==> src/rtl/fifo_vc.sv <==
// fifo_vc: synchronous circular-buffer FIFO with a registered read port,
// level counter, threshold flags and a sticky overflow/underflow flag.
// It is used as the per-class virtual-channel buffer ahead of the class-demux arbiter.
//
// Ports:
//   clk          rising-edge clock
//   reset_L      asynchronous active-low reset
//   push         write request; data_in is stored when accepted
//   pop          read request
//   data_in      write data (the two MSBs carry the packet class)
//   data_out     registered read data; holds its value between accepted pops
//   fifo_empty   level == 0
//   fifo_full    level == depth
//   almost_full  level >= AF_THRESH
//   almost_empty level <= AE_THRESH
//   fifo_count   current level, 0..depth
//   error        sticky; set by overflow or underflow, cleared only by reset
module fifo_vc #(
   parameter int DATA_WIDTH = 8,
   parameter int ADDR_WIDTH = 2,
   parameter int AF_THRESH  = 3,
   parameter int AE_THRESH  = 1
) (
   input  logic                  clk,
   input  logic                  reset_L,
   input  logic                  push,
   input  logic                  pop,
   input  logic [DATA_WIDTH-1:0] data_in,
   output logic [DATA_WIDTH-1:0] data_out,
   output logic                  fifo_empty,
   output logic                  fifo_full,
   output logic                  almost_full,
   output logic                  almost_empty,
   output logic [ADDR_WIDTH:0]   fifo_count,
   output logic                  error
);

   localparam int DEPTH = 1 << ADDR_WIDTH;
   localparam logic [ADDR_WIDTH:0] DEPTH_C = (ADDR_WIDTH+1)'(DEPTH);
   localparam logic [ADDR_WIDTH:0] AF_C    = (ADDR_WIDTH+1)'(AF_THRESH);
   localparam logic [ADDR_WIDTH:0] AE_C    = (ADDR_WIDTH+1)'(AE_THRESH);

   // Reject threshold settings outside their legal ranges at elaboration.
   generate
      if (AF_THRESH <= 0 || AF_THRESH > DEPTH) begin : g_bad_af
         $error("fifo_vc: AF_THRESH out of range");
      end
      if (AE_THRESH < 0 || AE_THRESH >= DEPTH) begin : g_bad_ae
         $error("fifo_vc: AE_THRESH out of range");
      end
   endgenerate

   logic [DATA_WIDTH-1:0] mem_q [DEPTH];

   logic [ADDR_WIDTH-1:0] wr_ptr_q, wr_ptr_d;
   logic [ADDR_WIDTH-1:0] rd_ptr_q, rd_ptr_d;
   logic [ADDR_WIDTH:0]   count_q,  count_d;
   logic [DATA_WIDTH-1:0] dout_q,   dout_d;
   logic                  error_q,  error_d;
   logic                  pop_acc, push_acc;

   // The flags come straight off the registered level.
   assign fifo_empty   = (count_q == '0);
   assign fifo_full    = (count_q == DEPTH_C);
   assign almost_full  = (count_q >= AF_C);
   assign almost_empty = (count_q <= AE_C);
   assign fifo_count   = count_q;
   assign data_out     = dout_q;
   assign error        = error_q;

   // A pop on an empty FIFO is never accepted, even with a push in the same
   // cycle, so there is no write-through path. A push on a full FIFO is
   // accepted only when a pop frees the slot in the same cycle.
   assign pop_acc  = pop & ~fifo_empty;
   assign push_acc = push & (~fifo_full | pop_acc);

   always_comb begin
      wr_ptr_d = wr_ptr_q;
      rd_ptr_d = rd_ptr_q;
      count_d  = count_q;
      dout_d   = dout_q;
      if (push_acc) wr_ptr_d = wr_ptr_q + ADDR_WIDTH'(1);
      if (pop_acc) begin
         rd_ptr_d = rd_ptr_q + ADDR_WIDTH'(1);
         dout_d   = mem_q[rd_ptr_q];
      end
      case ({push_acc, pop_acc})
         2'b10:   count_d = count_q + (ADDR_WIDTH+1)'(1);
         2'b01:   count_d = count_q - (ADDR_WIDTH+1)'(1);
         default: count_d = count_q;
      endcase
      // Any rejected request is an overflow or an underflow.
      error_d = error_q | (push & ~push_acc) | (pop & ~pop_acc);
   end

   always_ff @(posedge clk or negedge reset_L) begin
      if (!reset_L) begin
         wr_ptr_q <= '0;
         rd_ptr_q <= '0;
         count_q  <= '0;
         dout_q   <= '0;
         error_q  <= 1'b0;
      end else begin
         wr_ptr_q <= wr_ptr_d;
         rd_ptr_q <= rd_ptr_d;
         count_q  <= count_d;
         dout_q   <= dout_d;
         error_q  <= error_d;
      end
   end

   // Storage is not reset; stale contents are unreachable once the pointers clear.
   always_ff @(posedge clk) begin
      if (push_acc) mem_q[wr_ptr_q] <= data_in;
   end

endmodule

==> config.mk <==
export PLATFORM = sky130hd
export DESIGN_NAME = fifo_vc
export DESIGN_NICKNAME = d
export VERILOG_FILES = /design/src/rtl/fifo_vc.sv
export SDC_FILE = /design/constraint.sdc
export NUM_CORES = 1
export LEC_CHECK = 0
export CORE_UTILIZATION = 55
export DETAILED_ROUTE_END_ITERATION = 6
export GPL_ROUTABILITY_DRIVEN = 0
export PLACE_DENSITY = 0.89
export SYNTH_ARGS = -nofsm -noshare
export SYNTH_HDL_FRONTEND = slang
export SYNTH_SLANG_ARGS = --single-unit
==> constraint.sdc <==
create_clock -name clk -period 2.78 [get_ports clk]
set_clock_uncertainty 0.05 [all_clocks]
set_input_delay 0.278 -clock clk [delete_from_list [all_inputs] [get_ports clk]]
set_output_delay 0.278 -clock clk [all_outputs]
set_load 0.1 [all_outputs]
**After elaboration in Yosys (flattened, before gate mapping)**

Memory sizes are Yosys's and may differ from the RTL's. A register that Yosys moved wholly into a read port is not among the register bits.
Cells that the tools add are included.

- Memories kept: 1
- Bits in writable memories: 32
- Output and inout bits: 16
- Bits in registers: 8
- Logic and storage cells: 31

- Equality and inequality tests: 3
- Order comparisons: 2
- Bitwise gates (word level): 11
- Add/sub/neg operators: 4
- Mux-type cells: 3
- Reductions and logical operators: 3

Memory list:

| name | depth | width | read ports | clocked after memory_dff | write ports | line | RTL |
|---|---|---|---|---|---|---|---|
| mem_q | 4 | 8 | 1 | 1 | 1 | 53 | `logic [DATA_WIDTH-1:0] mem_q [DEPTH];` |

Operators with widths:

| operator | number |
|---|---|
| 3-bit one-hot mux with 2 select lines | 1 |
| 2-bit by 1-bit adder with 2-bit output (second input constant) | 2 |
| 1-bit AND | 4 |
| 1-bit inverter | 4 |
| 3-bit by 1-bit adder with 3-bit output (second input constant) | 1 |
| 3-bit equality test (second input constant) | 1 |
| 3-bit by 2-bit >= comparator with 1-bit output (second input constant) | 1 |
| 3-bit by 1-bit less-or-equal comparator with 1-bit output (second input constant) | 1 |
| 3-bit logical NOT | 1 |
| 1-bit bitwise OR | 3 |
| 3-bit by 1-bit subtractor with 3-bit output (second input constant) | 1 |
| 2-bit by 1-bit equality test with 1-bit output (second input constant) | 1 |
| 2-bit equality test (second input constant) | 1 |
| 1-bit 2-to-1 mux | 2 |
| 2-bit nonzero test | 1 |
| 1-bit logical NOT | 1 |

**Depth between registers and ports, before layout**

Gate-level depths: netlist of the first run.

- Word-level depth: 9
- Depth in mapped cells: 9

**Worst setup path before layout of the first run**

No wires, ideal clock.

- Path kind: register to output
- Start point: register count_q[0], in the netlist fifo_count[0]
- End point: output port almost_full
- Arrival time: 3.293 ns
- Setup slack: -0.841 ns
- Stages on the path, launching flop included: 3
- Path through: dfrtp_1 inv_1 o21ai_0

- Word-level cells in the longest chain between the ends: 1

Ends and longest elaborated chain:

| what | line | RTL |
|---|---|---|
| from (decl) | 57 | `logic [ADDR_WIDTH:0] count_q, count_d;` |
| from (signal assigned) | 106 | `count_q <= count_d;` |
| 3-bit by 2-bit >= comparator with 1-bit output | 65 | `assign almost_full = (count_q >= AF_C);` |
| to (decl) | 32 | `output logic almost_full,` |

Every way passes these cells.

**Worst setup path in the final report of the first run**

- Start point: register count_q[1], in the netlist fifo_count[1]
- End point: register count_q[2], in the netlist fifo_count[2]

- Word-level cells in the longest chain between the ends: 7
- Elaborated cells between the ends (all ways): 13
- Those cells by class: 2 x add/sub; 3 x eq/ne; 1 x mux; 5 x bitwise; 2 x reduce/logical

Ends and longest elaborated chain:

| what | line | RTL |
|---|---|---|
| 3-bit logical NOT (*) | 63 | `assign fifo_empty = (count_q == '0);` |
| 1-bit inverter (*) | 74 | `assign pop_acc = pop & ~fifo_empty;` |
| 1-bit AND (*) | 74 |  |
| net pop_acc | 60 | `logic pop_acc, push_acc;` |
| 1-bit bitwise OR | 75 | `assign push_acc = push & (~fifo_full \| pop_acc);` |
| 1-bit AND | 75 |  |
| 2-bit by 1-bit equality test with 1-bit output or 2-bit equality test (tied branches) | 87 | `case ({push_acc, pop_acc})` |
| 3-bit one-hot mux with 2 select lines or 2-bit nonzero test (tied branches) | n/a |  |

The timed path passes the listed nets; every way through them passes the cells marked *.
A chain may end at the register's enable or synchronous reset.

==> run metrics, run 1 <==
post-synthesis net count 133; most frequent cells in the layout edfxtp_1, dfrtp_1, buf_4, clkdlybuf4s50_1; Mapped Cells 112; placed insts 183; CP required approximately 3 ns; first-pass GRT wire length 5.03 mm; Detailed Routing Iterations Pass 1 4; initial antenna violation count 0; Core Region 3390 sq um; Finished Cell Area 2340 sq um; global route total overflow 0; # DRC 0; Buf/Inv on CP 2; Yosys warning total 0; reg2reg path depth 8; hold buffers post-CTS 0; Synth Area in Simple Gates 3.74%; final worst path period need 2.19 ns; Final Hold Violating Endpoints 0; WP depth 8; synthesized area 1980 sq um; reg-to-reg setup timing slack 0.59 ns; Post-Synth XOR/XNOR Area 2.22%; Max transition margin between 40% and 50%; Clock Latency Late Sink 0.37 ns; layout cells sized above 1 29.7%; nets 165; via count 1,031; RSZ-0062 raised after global routing no; Slew Viols, Final 0; vias in the first global route 992; mux cell area share after synthesis approximately 14%; Setup TNS Final 0 ns; startpoint type of the worst setup path register; Avg WL per Cell 17.5 um; Crit-path slowest cell dfrtp_1; CTS Root Cell clkbuf_4; Area growth, synth to finish 18.2%; flops & latches, synth 48; dpl hpwl ~2.4 mm; Compound-Gate Fraction of Synth Area 2.72%; IO Pins 28; TritonCTS sink count 48; post-synthesis sequential area ratio between 60% and 70%; Setup crit end kind register; Starting Density 58.3%; Layout Cells excl Fill 191; CTS tree built; commonest non-fill, non-tap cell in the layout edfxtp_1; Post-CTS Setup Inserts 0; Cell Area, Placed 2250 sq um; Multi-input gate area 569 sq um; final period utilization between 70% and 80%; worst reg2reg path endpoint fifo_count[2]$_DFFE_PN0P_; Die W 61.9 um; Final Util 68.9%; Detail Route Antenna Nets 0; largest family of logic cells by synthesized area multiplexers; Cell variety after synth 21; CTS clk-pin slew, worst paths 0.14 ns; worst-path cell chain inv_1 -> ha_1 -> nand2b_1 -> nand2_1 -> inv_1 -> ha_1 -> a21oi_1 -> o22ai_1; CTS buffer count 5; Iteration-0 DRC Markers between 50 and 60; Hold Crit Class in -> async; CP peak stage delay between 0.4 and 0.5 ns; status finished clean; mean post-synth cell area between 15 and 20 sq um; Global Route Usage Sum 20.8%; Finish-stage setup viols 0; CTS max path bufs 2; Slew @ Worst Pin 0.800 ns; critical path arrival 2.39 ns; Worst path top cell family by delay adder cells; Die Ht 61.9 um; fillers 213; crit path kind reg -> reg; max-cap check violation count 0; Cell Rows 21; Max H-tree Level 2; final wirelength 3.34 mm; post_cts resized 0; pin count of the biggest net entering global routing 17; Fmax 458 MHz; Critical R2R Launch fifo_count[1]$_DFFE_PN0P_; die area between 3000 and 4000 sq um; CP max FO 10; vias per std cell 5.40; register area 1360 sq um; adder-cell share of the synthesized area roughly 5.7%; Port Buffers 27; diode count 0
-- cells in the mapped netlist (all sizes together) --
| cell | instances | share of area [%] |
|---|---|---|
| a21boi | 1 | 0.57 |
| a21o | 2 | 0.76 |
| a21oi | 1 | 0.25 |
| a31oi | 1 | 0.32 |
| and2 | 5 | 1.6 |
| buf | 1 | 0.57 |
| clkbuf | 1 | 0.19 |
| dfrtp | 16 | 20 |
| edfxtp | 32 | 49 |
| ha | 9 | 5.7 |
| inv | 9 | 1.7 |
| mux2 | 9 | 5.1 |
| mux4 | 8 | 9.1 |
| nand2 | 2 | 0.38 |
| nand2b | 1 | 0.32 |
| nand3 | 1 | 0.25 |
| nor2 | 3 | 0.57 |
| nor2b | 2 | 0.63 |
| o21ai | 2 | 0.51 |
| o22ai | 1 | 0.32 |
| xnor2 | 5 | 2.2 |
-- logic make-up (layout without fill, tap and decap cells) --
logic type / after synthesis / in the layout
flip-flops: 48 / 48
adder cells (fa/ha/maj): 9 / 9
AND/OR/NAND/NOR: 14 / 14
buffers and inverters: 11 / 44
multiplexers: 17 / 17
XOR/XNOR: 5 / 5
AO/OA/AOI/OAI: 8 / 8
-- how the worst max path moves through the flow --
| stage | start | slack [ns] | to |
|---|---|---|---|
| 3_5_place_dp | fifo_count[0]$_DFFE_PN0P_ | 0.59 | fifo_count[2]$_DFFE_PN0P_ |
| 4_1_cts | fifo_count[0]$_DFFE_PN0P_ | 0.57 | fifo_count[2]$_DFFE_PN0P_ |
| 6_report | fifo_count[1]$_DFFE_PN0P_ | 0.59 | fifo_count[2]$_DFFE_PN0P_ |
| 2_1_floorplan | fifo_count[2]$_DFFE_PN0P_ | 0.25 | almost_empty |
| 5_1_grt | fifo_count[0]$_DFFE_PN0P_ | 0.46 | fifo_count[2]$_DFFE_PN0P_ |
| 3_3_place_gp | fifo_count[0]$_DFFE_PN0P_ | 0.73 | fifo_count[2]$_DFFE_PN0P_ |
-- registers in the layout, summed over array words and instances, names as in the netlist --
register and cells:
mem_q 32, data_out 8, fifo_count 3, rd_ptr_q 2, wr_ptr_q 2, error 1
-- through the flow --
stage	worst slack (ns)	hold WS (ns)
floorplan	0.251	-0.0676
global placement	0.728	0.400
detailed placement	0.594	0.402
CTS	0.571	0.314
global route	0.460	0.311
finish	0.594	0.296
-- routing by layer --
| metal | vias up | track usage [%] | wire (um) | part of all wire, % |
|---|---|---|---|---|
| met5 | - | 0 | 0 | 0 |
| met2 | 26 | 33.5 | 1760 | 53 |
| met3 | 6 | 8.70 | 153 | 4.6 |
| met1 | 520 | 25.3 | 1380 | 41 |
| met4 | 0 | 7.62 | 50 | 1.5 |
| li1 | 479 | - | - | - |
-- worst register-to-register path, cell delays in order, from the launching register on --
cell	delay [ns]
dfrtp_1	0.45
inv_1	0.13
ha_1	0.24
nand2b_1	0.11
nand2_1	0.39
inv_1	0.10
ha_1	0.37
a21oi_1	0.16
o22ai_1	0.09
-- cell type report --
type | count | area share, %
inverters | 9 | 1.45
clock buffers | 5 | 1.61
flip-flops and latches | 48 | 58.3
repair buffers | 27 | 9.86
multi-input cells | 53 | 24.4
clock inverters | 3 | 1.98
well taps | 46 | 2.46
Power of run 1 is left out: the tool's default activity adds up to more than one toggle a clock period on the data nets, which glitch-free logic cannot reach.
==> run 2: changes to the inputs <==
- CORE_UTILIZATION: 55 -> 48
- PLACE_DENSITY: 0.89 -> 0.83
- clock period: 2.78 -> 2 ns (I/O delays scaled with it)
==> run 2 against run 1 <==
  * First-iteration DRC count shrank 41%
  * Die area grew 14%
  * Final cell count grew 6.3%
  * Worst hold slack lost 0.12 ns
  * Sequential share of layout area shrank 3.1 points
  * Register-to-register slack lost 0.40 ns
  * Setup slack lost 0.43 ns
==> run metrics, run 2 (synthesized netlist as in run 1, its figures left out) <==
status finished clean; max reg flops 32 (unchanged); layout cells sized above 1 38.1% (+8.4 points); final wirelength 3.19 mm (-4.7%); RSZ-0062 raised after global routing no; Hold Crit Class in -> async; vias in the first global route 1,065 (+7.4%); Detail Route Antenna Nets 0 (unchanged); CTS max path bufs 2 (unchanged); Avg WL per Cell 15.7 um (-10%); vias per std cell 5.17 (-4.3%); final worst path period need 1.84 ns; Fmax 545 MHz; busiest layer in global routing met2; Global Route Usage Sum 16.8% (-4.0 points); die area 4380 sq um (+14%); Port Buffers 27 (unchanged); Starting Density 52.0% (-6.3 points); critical path arrival 1.59 ns (-0.80 ns); final period utilization 91.8%; pin count of the biggest net entering global routing 17 (unchanged); Slew Viols, Final 0 (unchanged); Max transition margin 71.0% (+24 points); Clock Latency Late Sink 0.29 ns (-0.08 ns); # DRC 0 (unchanged); Cell Rows 22 (+4.8%); Slew @ Worst Pin 0.436 ns (-0.365 ns); max-cap check violation count 0 (unchanged); Area growth, synth to finish 25.7%; diode count 0 (unchanged); via count 1,049 (+1.7%); nets 175 (+6.1%); TritonCTS sink count 48 (unchanged); Finish-stage setup viols 0 (unchanged); Die Ht 66.2 um (+6.8%); Post-CTS Setup Inserts 0 (unchanged); placed insts 195 (+6.6%); Setup TNS Final 0 ns (unchanged); Final Hold Violating Endpoints 0 (unchanged); Detailed Routing Iterations Pass 1 3 (-1); commonest non-fill, non-tap cell in the layout edfxtp_1; dpl hpwl 2.36 mm (-2.7%); Iteration-0 DRC Markers 34 (-41%); GR Util met2 30.4% (-3.1 points); WHS 0.177 ns (-0.119 ns); Layout Cells excl Fill 203 (+6.3%); Core Region 3800 sq um (+12%); CTS Root Cell clkbuf_8; CTS tree built; crit path kind reg -> out; Setup crit end kind output port; most frequent cells in the layout edfxtp_1, buf_4, dfrtp_1, clkdlybuf4s50_1, mux2_2; first-pass GRT wire length 5.02 mm (-0.14%); global route total overflow 0 (unchanged); CTS buffer count 5 (unchanged); IO Pins 28 (unchanged); CP max FO 4 (-6); met3 Usage GRT 5.69% (-3.0 points); grt met1 use 19.0% (-6.3 points); startpoint type of the worst setup path register; initial antenna violation count 0 (unchanged); Die W 66.2 um (+6.8%); CTS clk-pin slew, worst paths 0.08 ns (-0.06 ns); hold buffers post-CTS 0 (unchanged); Max H-tree Level 2 (unchanged); CP required 1.75 ns (-1.23 ns); most flop-heavy register mem_q
-- run 2: timing repair --
action                                 CTS  global route
endpoints found under the hold margin    0             0
setup endpoints to repair                0             2
resized for setup                        0             3
-- run 2: routing by layer --
metal  up-vias  wire length (um)
met5         -                 0
met4         0                31
met3         4               133
met2        27              1730
met1       525              1290
li1        493                 -
-- run 2: critical path: stages (launching register included) --
cell and delay (ns):
dfrtp_4 0.51, ha_1 0.23, ha_1 0.19, nor2_1 0.11
o21ai_2 0.09, buf_12 0.17
-- run 2: path summary, 6_finish.rpt --
kind,start,end,slack (ns),depth (start not counted)
setup / recovery,fifo_count[0]$_DFFE_PN0P_,almost_full,0.16,5
setup reg to reg,fifo_count[1]$_DFFE_PN0P_,fifo_count[2]$_DFFE_PN0P_,0.19,8
hold reg to reg,error$_DFF_PN0_,error$_DFF_PN0_,0.43,1
min in group clk,error$_DFF_PN0_,error$_DFF_PN0_,0.43,1
hold / removal,reset_L,error$_DFF_PN0_,0.18,2
max in group asynchronous,reset_L,fifo_count[0]$_DFFE_PN0P_,1.52,2
-- run 2: cell type report --
type / instances / area (sq um)
clock buffers: 7 / 76.3
clock inverters: 1 / 3.75
fillers: 273 / 1320
inverters: 9 / 33.8
multi-input cells: 53 / 597
flip-flops and latches: 48 / 1370
well taps: 48 / 60.1
repair buffers: 37 / 343
-- run 2: metrics by stage --
stage | cell area, sq um | utilization, % | setup slack, ns
floorplan | 2000 | - | 0.0180
CTS | 2470 | 64.9 | 0.129
global route | 2480 | 65.4 | 0.0474
detailed placement | 2390 | 62.8 | 0.105
finish | 2480 | 65.4 | 0.163
global placement | 2390 | 62.8 | 0.193
Power of run 2 is left out for the same reason.
==> run 3: changes to the inputs <==
- CTS_CLUSTER_DIAMETER: unset -> 40
==> results of run 3 <==
Final layout, timing and power as in run 2 (identical DEF).
Power of run 3 is left out for the same reason.
